## config.mk

```make
export PLATFORM = sky130hd
export DESIGN_NAME = fetch
export DESIGN_NICKNAME = d
export VERILOG_FILES = /design/src/rtl/fetch_pkg.sv /design/src/rtl/fetch.sv
export SDC_FILE = /design/constraint.sdc
export NUM_CORES = 1
export LEC_CHECK = 0
export CAP_MARGIN = 30
export CORE_MARGIN = 2
export CORE_UTILIZATION = 40
export DETAILED_ROUTE_END_ITERATION = 7
export GPL_ROUTABILITY_DRIVEN = 0
export GPL_TIMING_DRIVEN = 0
export PLACE_DENSITY = 0.7
export SYNTH_ARGS = -nofsm -noshare
export SYNTH_HDL_FRONTEND = slang
export SYNTH_SLANG_ARGS = --single-unit
```

## constraint.sdc

```tcl
create_clock -name clk -period 1.81 [get_ports clk]
set_clock_uncertainty 0.05 [all_clocks]
set_input_delay 0.362 -clock clk [delete_from_list [all_inputs] [get_ports clk]]
set_output_delay 0.362 -clock clk [all_outputs]
set_load 0.03 [all_outputs]
```

## src/rtl/fetch_pkg.sv

```systemverilog
// rtl/fetch_pkg.sv - shared types and constants for the fetch stage
//
// Purpose: word/address types, the {pc, word} record handed to decode,
//          the fetch state encoding, opcode field position and the small
//          arithmetic helpers used by the fetch stage.
// Ports:   none (package).
package fetch_pkg;

   typedef logic [15:0] addr_t;
   typedef logic [15:0] block_t;

   typedef struct packed {
      addr_t  pc;
      block_t word;
   } inst_t;

   typedef enum logic [1:0] {
      FILL = 2'd0,
      RUN  = 2'd1,
      HALT = 2'd2
   } fetch_state_e;

   localparam int         OPCODE_MSB      = 15;
   localparam int         OPCODE_LSB      = 12;
   localparam logic [3:0] HALT_OP_DEFAULT = 4'b1111;

   localparam inst_t INST_NOP = '{pc: 16'h0000, word: 16'h0000};

   function automatic logic [3:0] opcode_of(input block_t w);
      return w[OPCODE_MSB:OPCODE_LSB];
   endfunction

   // Modulo-2^16 increment; wrap from FFFF to 0000 is intentional.
   function automatic addr_t pc_inc(input addr_t a);
      return a + 16'd1;
   endfunction

   function automatic logic [15:0] sat_inc(input logic [15:0] c);
      return (c == 16'hFFFF) ? c : c + 16'd1;
   endfunction

endpackage

```

## src/rtl/fetch.sv

```systemverilog
// rtl/fetch.sv - instruction fetch stage of the 16-bit pipeline
//
// Purpose: owns the program counter, drives a 1-cycle synchronous
//          instruction memory and hands one {pc, word} record per cycle to
//          decode. Handles branch/jump redirects, hazard stalls and halt.
// Ports:
//   clk            in   pipeline clock, rising edge
//   rst            in   asynchronous active-low reset
//   stall          in   hazard hold from decode
//   do_branch      in   taken branch from execute (highest priority)
//   branch_address in   branch target
//   do_jump        in   jump from decode
//   jump_address   in   jump target
//   imem_addr      out  memory address, combinational copy of pc
//   imem_rdata     in   memory data, valid the cycle after its address
//   inst           out  registered {pc, word}; NOP is all zeros
//   halted         out  1 while in HALT
//   fetch_count    out  saturating count of words delivered on inst
module fetch
   import fetch_pkg::*;
#(
   parameter logic [15:0] RESET_PC = 16'h0000,
   parameter logic [3:0]  HALT_OP  = HALT_OP_DEFAULT
) (
   input  logic        clk,
   input  logic        rst,
   input  logic        stall,
   input  logic        do_branch,
   input  logic [15:0] branch_address,
   input  logic        do_jump,
   input  logic [15:0] jump_address,
   output logic [15:0] imem_addr,
   input  logic [15:0] imem_rdata,
   output logic [31:0] inst,
   output logic        halted,
   output logic [15:0] fetch_count
);

   fetch_state_e state_q, state_d;
   addr_t        pc_q, pc_d;
   addr_t        rd_pc_q, rd_pc_d;
   logic         rd_valid_q, rd_valid_d;
   inst_t        inst_q, inst_d;
   logic [15:0]  count_q, count_d;

   // The memory keeps reading imem_addr (= pc, one ahead of rd_pc) while
   // stalled, so the word belonging to rd_pc would be overwritten after the
   // first stalled edge. It is latched here on that edge and used on release.
   block_t       hold_word_q, hold_word_d;
   logic         hold_valid_q, hold_valid_d;

   logic         redirect;
   addr_t        redirect_pc;
   block_t       rd_word;

   assign redirect    = do_branch | do_jump;
   assign redirect_pc = do_branch ? branch_address : jump_address;
   assign rd_word     = hold_valid_q ? hold_word_q : imem_rdata;

   always_comb begin
      state_d      = state_q;
      pc_d         = pc_q;
      rd_pc_d      = rd_pc_q;
      rd_valid_d   = rd_valid_q;
      inst_d       = inst_q;
      count_d      = count_q;
      hold_word_d  = hold_word_q;
      hold_valid_d = hold_valid_q;

      if (redirect) begin
         // Redirects override stall and discard the in-flight word.
         pc_d         = redirect_pc;
         rd_valid_d   = 1'b0;
         inst_d       = INST_NOP;
         state_d      = FILL;
         hold_valid_d = 1'b0;
      end else if (stall) begin
         if (state_q == RUN && rd_valid_q && !hold_valid_q) begin
            hold_word_d  = imem_rdata;
            hold_valid_d = 1'b1;
         end
      end else begin
         unique case (state_q)
            FILL: begin
               inst_d     = INST_NOP;
               rd_pc_d    = pc_q;
               rd_valid_d = 1'b1;
               pc_d       = pc_inc(pc_q);
               state_d    = RUN;
            end
            RUN: begin
               hold_valid_d = 1'b0;
               if (rd_valid_q) begin
                  inst_d  = '{pc: rd_pc_q, word: rd_word};
                  count_d = sat_inc(count_q);
                  if (opcode_of(rd_word) == HALT_OP) begin
                     state_d    = HALT;
                     rd_valid_d = 1'b0;
                  end else begin
                     rd_pc_d = pc_q;
                     pc_d    = pc_inc(pc_q);
                  end
               end else begin
                  // No word in flight: behave as a fill cycle.
                  inst_d     = INST_NOP;
                  rd_pc_d    = pc_q;
                  rd_valid_d = 1'b1;
                  pc_d       = pc_inc(pc_q);
               end
            end
            HALT: begin
               inst_d = INST_NOP;
            end
            default: begin
               inst_d  = INST_NOP;
               state_d = FILL;
            end
         endcase
      end
   end

   always_ff @(posedge clk or negedge rst) begin
      if (!rst) begin
         state_q      <= FILL;
         pc_q         <= RESET_PC;
         rd_pc_q      <= 16'h0000;
         rd_valid_q   <= 1'b0;
         inst_q       <= INST_NOP;
         count_q      <= 16'h0000;
         hold_word_q  <= 16'h0000;
         hold_valid_q <= 1'b0;
      end else begin
         state_q      <= state_d;
         pc_q         <= pc_d;
         rd_pc_q      <= rd_pc_d;
         rd_valid_q   <= rd_valid_d;
         inst_q       <= inst_d;
         count_q      <= count_d;
         hold_word_q  <= hold_word_d;
         hold_valid_q <= hold_valid_d;
      end
   end

   assign imem_addr   = pc_q;
   assign inst        = inst_q;
   assign halted      = (state_q == HALT);
   assign fetch_count = count_q;

endmodule

```

==> reports/metrics.yaml, run 1 <==
run_status:
  status: "complete, but fails checks"
  violations: "hold timing, setup timing"
synthesis:
  synth.yosys.seq_area_share_pct: 54.78
  synth_flop_cell: "dfrtp_1"
  ys_ff_latch: 100
  synth_fp_nets: 453
  synth_warnings: 0
  synth-compound-area-share_pct: 14.60
  synth_xor_area_share_pct: 2.876
  syn_inst: 398
  synth_fa_ha_area_share_pct: 0.5478
  syn_avg_cell_area_um2: 11.48
  synthMuxAreaShare_pct: 12.08
  netlist.area_leader.share_pct: 54.78
  synth_async_sr_flop_share_pct: 100.0
  yosys.area.top_type: "dfrtp_1"
  ys_types: 49
  synth_top_family_by_area: "compound AO/OA/AOI/OAI gates"
  synth_edf_count: 0
  synth-simple-area-share_pct: 12.19
  syn_area_um2: 4568
  synth_area_leaders: "dfrtp_1 55%, mux2_2 8.1%, mux2i_1 3.9%"
global_routing:
  grt_pass1_wl_mm: 19.42
  grt_pass1_vias: 3842
  grt_max_degree: 53
  grt.total_usage_pct: 19.59
  grt_overflow: 0
  grt_antenna_before_repair: 0
timing:
  setup_violations: 27
  hold-worst-slack_ps: -4.604
  timing.final.ws_setup_ps: -59.49
  tightest_slew_ps: 772.9
  layout_min_cycle_time_ps: 1869
  slew_viol_final: 0
  rsz0062_at_grt: "true"
  finalHoldViolations: 3
  final.setup.tns_ps: -313.8
  fin_crit_sh_pct: 103.3
  relSlewSlack_pct: 48.48
  fmax_mhz: 534.9
clock_tree:
  cts_root_buf: "clkbuf_16"
  clockBufferDepth: 2
  cts_hold_buf: 0
  cts.sinks: 100
  ctsHtreeMaxLevel: 3
  numCtsBuffers: 9
  clk_latency_ps: 340
  path_clk_slew_ps: 70
  tritoncts: "built"
pwr:
  cellPowerDensity_nw_per_um2: 767.7
  fin_total_pwr_mw: 5.055
  peakVddDrop_uv: 396.0
  leakage_nw: 3.248
setup_path:
  worstSetupStartpointType: "register"
  reg2reg_slack_ps: -60
  arrival_ps: 2080
  crit_fanout: 8
  end_kind: "register"
  critPathKind: "register to register"
  cp.required_ps: 2020
detailed_routing:
  firstDrtPassIters: 4
  initialDrtViolationCount: 267
  post_drt_wl_per_cell_um: 17.63
  ant_nets: 0
  drt-total-wl_mm: 12.26
  via_per_inst: 5.541
  route.detailed.drc: 0
  vias: 3851
place:
  pre_cts_slack_ps: -1094
  hpwlAfterDp_mm: 8.517
  postPlaceCellArea_um2: 5944
  io_buffers: 116
final_layout:
  antenna_cells: 0
  fin_nets: 602
  final_core_util_pct: 58.42
  fillers: 926
  final_area_um2: 6585
  area_delta_synth_final_pct: 44.15
  drive_gt1_share_pct: 22.10
floorplan:
  die_w_um: 110.9
  start_util_pct: 40.53
  ioPinCount: 118
  dieHeight_um: 110.9
  rows: 39
  die_area_um2: 12290
  core_area_um2: 11270
job:
  maxCapViolations: 0
min_path:
  hp-class: "primary input to async pin"
==> kinds of logic (layout without fill, tap and decap cells) <==
logic type / after synthesis / in the layout
DFF: 100 / 100
adders and majority gates: 2 / 2
buffers and inverters: 29 / 183
muxes: 51 / 51
AOI/OAI and AO/OA: 94 / 94
and+or+nand+nor: 107 / 107
xor gates and xnor gates: 15 / 15
==> path summary, 6_finish.rpt <==
| path | start | to | depth (start not counted) |
|---|---|---|---|
| worst max-delay path | state_q[1] | fetch_count[6] | 6 |
| worst max register to register | state_q[1] | fetch_count[6] | 6 |
| worst min-delay path | rst | imem_addr[3] | 1 |
| min in group clk | do_branch | imem_addr[12] | 3 |
| worst min register to register | inst[11] | inst[11] | 2 |
| max in group asynchronous | rst | fetch_count[0] | 2 |
==> layout make-up <==
class / count / area, µm² / area share [%]
timing repair buffer: 143 / 1371 / 20.82
clock buffer: 11 / 252.7 / 3.838
sequential: 100 / 2511 / 38.13
inverter: 9 / 33.78 / 0.5130
clock inverter: 5 / 35.03 / 0.5320
multi-input combinational: 269 / 2093 / 31.79
buffer: 15 / 108.9 / 1.653
tap: 143 / 178.9 / 2.717
==> critical path, cell delays in order (launching register included) <==
cell and delay [ps]:
dfrtp_1 410, nand3b_1 220, or3_4 380, a41oi_4 330, buf_6 150, nand3_2 70, xnor2_1 170
==> synthesized netlist by cell type (all sizes together), types with 2 or more instances <==
cell,number
a211oi,2
a21boi,2
a21oi,17
a22o,18
a22oi,8
a311oi,2
a31oi,4
and2,2
and3,6
and4,5
buf,6
clkbuf,14
dfrtp,100
ha,2
inv,9
mux2,33
mux2i,18
nand2,32
nand3,13
nand3b,2
nand4,13
nor2,16
nor2b,5
nor3,4
nor3b,2
o21ai,24
o31ai,5
o41ai,2
or2,2
or3,3
xnor2,11
xor2,4
==> registers in the layout (all words and copies together) (netlist names) <==
register      cells
rd_pc_q          16
inst             32
hold_word_q      16
imem_addr        16
fetch_count      16
rd_valid_q        1
state_q           2
hold_valid_q      1
==> timing repair <==
item | in CTS | in global routing
endpoints found under the setup margin | 140 | 92
pin swaps | 15 | 17
resized for setup | 88 | 45
buffers inserted | 13 | 13
==> cells in the final DEF (no fill, tap or decap), types with 4 or more instances in the layout <==
cell	n
a22o_1	18
nand2_1	29
and4_1	4
a21oi_1	17
dlygate4sd2_1	48
nor2_1	11
xnor2_1	11
xor2_1	4
mux2i_1	18
mux2_2	32
and3_1	4
dfrtp_2	7
a31oi_1	4
clkbuf_16	9
inv_1	9
buf_6	8
nor2b_1	5
nand4_1	13
o21ai_0	23
o31ai_1	4
clkdlybuf4s50_1	50
dlymetal6s2s_1	15
dfrtp_1	93
clkbuf_1	6
nand3_1	11
a22oi_1	8
buf_4	21
==> per-layer routing <==
metal  track usage, %  share of wire, %
met5                0                 0
met3            3.007               4.8
met4            6.917               1.7
met1            26.56                44
met2            32.15                50
==> report_power, final <==
group / switching, mW / internal [mW] / total, mW
clock: 0.846 / 1.01 / 1.86
combinational: 0.346 / 0.334 / 0.680
sequential: 0.138 / 2.38 / 2.52
total: 1.33 / 3.73 / 5.06
==> per-stage QoR <==
| step | std cells | hold WS (ps) |
|---|---|---|
| 2_1_floorplan | 398 | 16.41 |
| 4_1_cts | 683 | 19.94 |
| 3_3_place_gp | 657 | 413.7 |
| 6_report | 695 | -4.604 |
| 3_5_place_dp | 658 | 383.5 |
| 5_1_grt | 695 | 45.74 |
(Power assumes the default switching activity.)
==> run 2: changes to the inputs <==
- CORE_UTILIZATION: 40 -> 44
- PLACE_DENSITY: 0.7 -> 0.76
==> run 2 against run 1 <==
Compared with the run above: design area decreased by 2.0%; the flow finishes with violations (setup timing); fmax decreased by 0.65%; critical path type unchanged; worst setup slack lost 12 ps; sequential share of layout area increased by 0.82 points; die area shrank 8.8%; clock-buffer cell count is 1 lower; flip-flop and latch count is the same; largest power group unchanged; first-iteration DRC count is 3.0% lower.
==> reports/metrics.yaml, run 2 (synthesized netlist as in run 1, its figures left out) <==
final_layout:
  fillers: 858  # -7.3%
  fin_nets: 600  # -0.33%
  final_cell_mix: "91 x dfrtp_1, 63 x dlygate4sd2_1, 45 x clkdlybuf4s50_1, 32 x mux2_2, 30 x nand2_1"
  antenna_cells: 0  # unchanged
  final_area_um2: 6454  # -2.0%
  largest_register_ffs: 32  # unchanged
  mostFrequentLayoutCell: "dfrtp_1"
  area_delta_synth_final_pct: 41.28
  drive_gt1_share_pct: 21.13  # -0.97 points
run_status:
  status: "complete, but fails checks"
  violations: "setup timing"
detailed_routing:
  dr_wl_met3_um: 730  # +24%
  vias: 3906  # +1.4%
  initialDrtViolationCount: 259  # -3.0%
  firstDrtPassIters: 4  # unchanged
  drt-total-wl_mm: 12.49  # +1.9%
  route.detailed.drc: 0  # unchanged
  wl_met2_mm: 6.268  # +3.3%
  post_drt_wl_per_cell_um: 18.24  # +3.4%
  via_per_inst: 5.702  # +2.9%
  wl_met1_mm: 5.203  # -3.5%
  ant_nets: 0  # unchanged
  top_layer_used: "met4"
setup_path:
  arrival_ps: 2120  # +40 ps
  cp-startpoint: "state_q[1]"
  crit_slowest_cell: "dfrtp_2"
  reg2reg_slack_ps: -70  # about the same
  cp_slowest_stage_delay_ps: 440  # +30 ps
  r2r_cells: 7  # +1
  crit_end: "fetch_count[9]"
  worstSetupPathDepth: 7  # +1
  crit_fanout: 4  # -4
  cp.required_ps: 2040  # +20 ps
  path_buf_inv: 3  # +2
  critPathKind: "register to register"
  path_delay_family: "buffers and inverters"
  worstReg2RegStart: "state_q[1]"
  worstSetupStartpointType: "register"
  cpMostUsedCell: "buf_6"
  path_cells: "buf_6 -> nor4bb_4 -> nand4_1 -> buf_6 -> a211oi_4 -> buf_4 -> xor2_1"
  timing.rr.end: "fetch_count[9]"
  end_kind: "register"
pwr:
  leakage_nw: 3.084  # -5.0%
  peakVddDrop_uv: 501.6  # +27%
  switching_share_pct: 25.07  # -1.2 points
  p_sw_mw: 1.256  # -5.6%
  p_clk_share_pct: 36.2  # -0.5 points
  power_frac_seq_pct: 50.5  # +0.7 points
  cellPowerDensity_nw_per_um2: 775.8  # +1.1%
  p_int_mw: 3.752  # +0.69%
  pwr-share-comb_pct: 13.4  # about the same
floorplan:
  start_util_pct: 44.85  # +4.3 points
  ioPinCount: 118  # unchanged
  die_area_um2: 11210  # -8.8%
  rows: 37  # -5.1%
  dieHeight_um: 105.9  # -4.5%
  core_area_um2: 10180  # -9.6%
  die_w_um: 105.9  # -4.5%
timing:
  fmax_mhz: 531.4  # -0.65%
  relSlewSlack_pct: 56.80  # +8.3 points
  timing.final.ws_setup_ps: -71.76  # -12.27 ps
  final.setup.tns_ps: -387.2  # -73.38 ps
  slew_viol_final: 0  # unchanged
  layout_min_cycle_time_ps: 1882  # +12.27 ps
  fin_crit_sh_pct: 104.0  # +0.68 points
  setup_violations: 12  # -56%
  rsz0062_at_grt: "true"
  finalHoldViolations: 0  # -3
  tightest_slew_ps: 647.9  # -124.9 ps
global_routing:
  grt_overflow: 0  # unchanged
  grt_pass1_vias: 3986  # +3.7%
  grt.total_usage_pct: 22.51  # +2.9 points
  grt_max_degree: 55  # +3.8%
  grt_pass1_wl_mm: 19.99  # +2.9%
  grt_antenna_before_repair: 0  # unchanged
job:
  maxCapViolations: 0  # unchanged
place:
  hpwlAfterDp_mm: 8.672  # +1.8%
  io_buffers: 116  # unchanged
  postPlaceCellArea_um2: 5936  # -0.15%
  pre_cts_slack_ps: -1000  # +93.39 ps
clock_tree:
  path_clk_slew_ps: 90  # +20 ps
  clockBufferDepth: 2  # unchanged
  tritoncts: "built"
  ctsHtreeMaxLevel: 3  # unchanged
  clk_latency_ps: 360  # +20 ps
  cts.sinks: 100  # unchanged
  cts_root_buf: "clkbuf_8"
  numCtsBuffers: 9  # unchanged
min_path:
  worstHoldStart: "do_branch"
  hp-class: "primary input to register"
-- run 2: cell count changes in the layout (fill, tap and decap cells not counted), sizes merged --
| cell | before | now |
|---|---|---|
| buf | 36 | 31 |
| bufinv | 0 | 4 |
| clkbuf | 20 | 21 |
| clkdlybuf4s50 | 50 | 45 |
| clkinv | 3 | 1 |
| clkinvlp | 1 | 0 |
| dlygate4sd2 | 48 | 63 |
| dlygate4sd3 | 0 | 1 |
| dlymetal6s2s | 15 | 5 |
| inv | 10 | 9 |
-- run 2: what timing repair did --
item | CTS | global route
pin swaps | 13 | 11
setup endpoints to repair | 155 | 65
buffers inserted | 12 | 10
hold endpoints to repair | 46 | 0
cloned | 0 | 1
gates resized for setup | 104 | 31
hold buffers | 1 | 0
-- run 2: area by class of cell --
| type | instances | area, µm² | area share, % |
|---|---|---|---|
| Multi-Input combinational cell | 269 | 2062 | 31.95 |
| Tap cell | 136 | 170.2 | 2.637 |
| Buffer | 15 | 98.84 | 1.532 |
| Timing Repair Buffer | 141 | 1323 | 20.49 |
| Sequential cell | 100 | 2514 | 38.95 |
| Clock buffer | 10 | 127.6 | 1.978 |
| Inverter | 9 | 33.78 | 0.5235 |
| Clock inverter | 5 | 125.1 | 1.939 |
-- run 2: power groups by stage --
stage	clock network, mW	logic [mW]	registers, mW
floorplan	0	0.262	2.59
global placement	0	0.642	2.55
detailed placement	0	0.669	2.56
CTS	1.83	0.659	2.51
global route	1.91	0.723	2.54
finish	1.81	0.670	2.53
-- run 2: how the worst min path moves through the flow --
| stage | slack (ps) | depth (start not counted) | end |
|---|---|---|---|
| 6_report | 310 | 3 | imem_addr[12] |
| 5_1_grt | 340 | 3 | imem_addr[12] |
| 4_1_cts | 300 | 3 | imem_addr[12] |
| 3_5_place_dp | 370 | 1 | imem_addr[1] |
| 3_3_place_gp | 420 | 2 | inst[11] |
| 2_1_floorplan | 20 | 0 | fetch_count[0] |
-- run 2: metal layers --
layer / vias up / global-route usage (%)
met5: - / 0
met4: 0 / 8.177
met3: 24 / 4.292
met2: 145 / 37.65
met1: 1980 / 29.34
li1: 1757 / -
-- run 2: tightest hold or removal path: stages --
cell and delay [ps]:
buf_8 90, a22oi_1 90, a21oi_1 140
-- run 2: stage by stage --
| step | std cells | total power [mW] | hold slack [ps] | util (%) |
|---|---|---|---|---|
| after floorplan | 398 | 2.857 | 16.41 | - |
| after global placement | 650 | 3.189 | 417.7 | 58.03 |
| after detailed placement | 651 | 3.226 | 374.3 | 58.28 |
| after CTS | 675 | 5.004 | 297.6 | 62.10 |
| after global routing | 685 | 5.178 | 344.2 | 63.37 |
| final | 685 | 5.007 | 307.0 | 63.37 |
==> run 3: changes to the inputs <==
- ABC_AREA: unset -> 1
- CORE_UTILIZATION: 44 -> 45
==> run 3 against run 2 <==
Compared with the run above: the run now ends clean; largest power group unchanged; synthesized area increased by 9.9%; clock power decreased by 18%; via count increased by 19%; fmax increased by 9.4%.
==> reports/metrics.yaml, run 3 <==
synthesis:
  yosys.area.top_type: "dfrtp_1"
  synth_flop_cell: "dfrtp_1"
  syn_area_um2: 5021  # +9.9%
  syn_inst: 624  # +57%
  yosys-top-cells-count: "191 x nand2_1, 100 x dfrtp_1, 94 x o21ai_0"
  synth_edf_count: 0  # unchanged
  syn_avg_cell_area_um2: 8.047  # -30%
  ys_ff_latch: 100  # unchanged
  ys_types: 33  # -33%
  synth_async_sr_flop_share_pct: 100.0  # unchanged
  synth.yosys.seq_area_share_pct: 49.84  # -4.9 points
  synth_warnings: 0  # unchanged
  yosysMostFrequentCell: "nand2_1"
  synth_fp_nets: 679  # +50%
  netlist.area_leader.share_pct: 49.84  # -4.9 points
  synth_area_leaders: "dfrtp_1 50%, nand2_1 14%, o21ai_0 9.4%"
final_layout:
  final_cell_mix: "190 x nand2_1, 100 x dfrtp_1, 94 x o21ai_0, 64 x dlygate4sd2_1"
  area_delta_synth_final_pct: 31.25
  drive_gt1_share_pct: 8.497  # -13 points
  final_core_util_pct: 60.79  # -2.6 points
  antenna_cells: 0  # unchanged
  final_area_um2: 6590  # +2.1%
  mostFrequentLayoutCell: "nand2_1"
  final_cells: 905  # +32%
  fin_nets: 815  # +36%
  fillers: 958  # +12%
  largest_register_ffs: 32  # unchanged
clock_tree:
  cts.sinks: 100  # unchanged
  clk_latency_ps: 370  # about the same
  clockBufferDepth: 2  # unchanged
  cts_root_buf: "clkbuf_8"
  tritoncts: "built"
  ctsHtreeMaxLevel: 3  # unchanged
  numCtsBuffers: 9  # unchanged
  path_clk_slew_ps: 100  # about the same
pwr:
  peakVddDrop_uv: 511.0  # +1.9%
  pwr-share-comb_pct: 17.3  # +3.9 points
  switching_share_pct: 30.33  # +5.3 points
  p_sw_mw: 1.475  # +17%
  p_clk_share_pct: 30.7  # -5.5 points
  fin_total_pwr_mw: 4.863  # -2.9%
  p_int_mw: 3.388  # -9.7%
  cellPowerDensity_nw_per_um2: 738.0  # -4.9%
  leakage_nw: 3.383  # +9.7%
  power_frac_seq_pct: 52.1  # +1.6 points
detailed_routing:
  route.detailed.drc: 0  # unchanged
  vias: 4644  # +19%
  ant_nets: 0  # unchanged
  post_drt_wl_per_cell_um: 14.05  # -23%
  via_per_inst: 5.131  # -10%
  drt-total-wl_mm: 12.72  # +1.8%
  initialDrtViolationCount: 219  # -15%
  firstDrtPassIters: 5  # +1
global_routing:
  grt_pass1_wl_mm: 20.94  # +4.8%
  grt_overflow: 0  # unchanged
  grt_max_degree: 60  # +9.1%
  grt.total_usage_pct: 22.25  # -0.26 points
  grt_pass1_vias: 4514  # +13%
  grt_antenna_before_repair: 0  # unchanged
timing:
  fmax_mhz: 581.3  # +9.4%
  setup_violations: 0  # -12
  slew_viol_final: 0  # unchanged
  layout_min_cycle_time_ps: 1720  # -161.5 ps
  fin_crit_sh_pct: 95.04  # -8.9 points
  timing.final.ws_setup_ps: 89.69  # +161.5 ps
  hold-worst-slack_ps: 430.9  # +123.9 ps
  relSlewSlack_pct: 61.82  # +5.0 points
  finalHoldViolations: 0  # unchanged
  tightest_slew_ps: 572.8  # -75.18 ps
  final.setup.tns_ps: 0  # +387.2 ps
setup_path:
  arrival_ps: 1310  # -810 ps
  r2r_cells: 8  # +1
  timing.rr.end: "fetch_count[2]"
  crit_end: "halted"
  end_kind: "output port"
  cp-startpoint: "state_q[1]"
  worstReg2RegStart: "fetch_count[1]"
  crit_fanout: 5  # +1
  worstSetupStartpointType: "register"
  cp.required_ps: 1400  # -640 ps
  critPathKind: "register to output port"
  cp_slowest_stage_delay_ps: 430  # about the same
  path_cells: "inv_1 -> nor2_1 -> clkdlybuf4s15_2"
  crit_slowest_cell: "dfrtp_1"
  reg2reg_slack_ps: 120  # +190 ps
floorplan:
  ioPinCount: 118  # unchanged
  core_area_um2: 10840  # +6.4%
  die_w_um: 109.6  # +3.5%
  rows: 38  # +2.7%
  die_area_um2: 12020  # +7.2%
  dieHeight_um: 109.6  # +3.5%
  start_util_pct: 46.32  # +1.5 points
job:
  maxCapViolations: 0  # unchanged
min_path:
  hp-class: "register to register"
place:
  postPlaceCellArea_um2: 6382  # +7.5%
  pre_cts_slack_ps: -435.2  # +565.1 ps
  dp_cells: 881  # +35%
  io_buffers: 116  # unchanged
  hpwlAfterDp_mm: 9.741  # +12%
run_status:
  status: "completed"
run 3: cell types whose count changed after synthesis, moves of 7 or more:
cell      change
nand2_1     +159
o21ai_0      +70
inv_1        +43
nor2_1       +37
mux2_2       -33
mux2i_1      -18
nand3_1      +16
a21oi_1       -9
buf_4         +9
a22oi_1       -8
nand4_1       -8
clkbuf_1      -7
run 3: routing by layer:
layer / global-route usage, % / vias up / wire length (µm)
met2: 38.71 / 161 / 6250
met3: 4.268 / 16 / 796
met1: 28.32 / 2166 / 5521
li1: - / 2301 / -
met5: 0 / - / 0
met4: 6.148 / 0 / 151
run 3: power by group through the flow:
stage / Sequential (mW) / Clock, mW / Combinational [mW]
after floorplan: 2.66 / 0 / 0.348
after detailed placement: 2.58 / 0 / 0.859
after global placement: 2.57 / 0 / 0.833
after CTS: 2.53 / 1.53 / 0.823
after global routing: 2.56 / 1.60 / 0.939
final: 2.53 / 1.49 / 0.840
run 3: worst min path at each step:
| stage | start | endpoint | cells after the start |
|---|---|---|---|
| finish | rd_pc_q[4] | rd_pc_q[4] | 2 |
| detailed placement | rst | inst[7] | 1 |
| global route | rd_pc_q[15] | inst[31] | 1 |
| floorplan | rst | fetch_count[0] | 0 |
| global placement | rd_pc_q[4] | rd_pc_q[4] | 2 |
| CTS | rd_pc_q[4] | rd_pc_q[4] | 2 |
run 3: cells by family (layout without fill, tap and decap cells):
kind of cell,count (synthesis),in the layout,synth area share (%)
buffers and inverters,81,222,7.227
XOR/XNOR,14,14,2.442
adder cells (fa/ha/maj),2,2,0.4983
AND/OR/NAND/NOR,297,297,25.22
AO/OA/AOI/OAI,130,130,14.78
flip-flops,100,100,49.84
run 3: what timing repair did:
item | CTS | global route
hold buffers | 1 | 0
endpoints found under the setup margin | 78 | 65
endpoints found under the hold margin | 41 | 0
pin swaps | 1 | 0
cloned | 0 | 0
resized for setup | 67 | 6
buffers inserted | 1 | 6
run 3: layout make-up:
cell class | count | area, µm² | share of cell area, %
plain buffers | 24 | 150.1 | 2.278
clock buffers | 9 | 123.9 | 1.880
clock inverters | 7 | 81.33 | 1.234
inverters | 57 | 216.5 | 3.285
multi-input cells | 443 | 2168 | 32.90
flip-flops and latches | 100 | 2502 | 37.97
well taps | 140 | 175.2 | 2.658
repair buffers | 125 | 1172 | 17.79
run 3: worst max-delay path: cells and delay by family (launching register included):
family                 cells  cell delay [ps]
flip-flops                 1              430
buffers and inverters      2              400
AND/OR/NAND/NOR            1              110
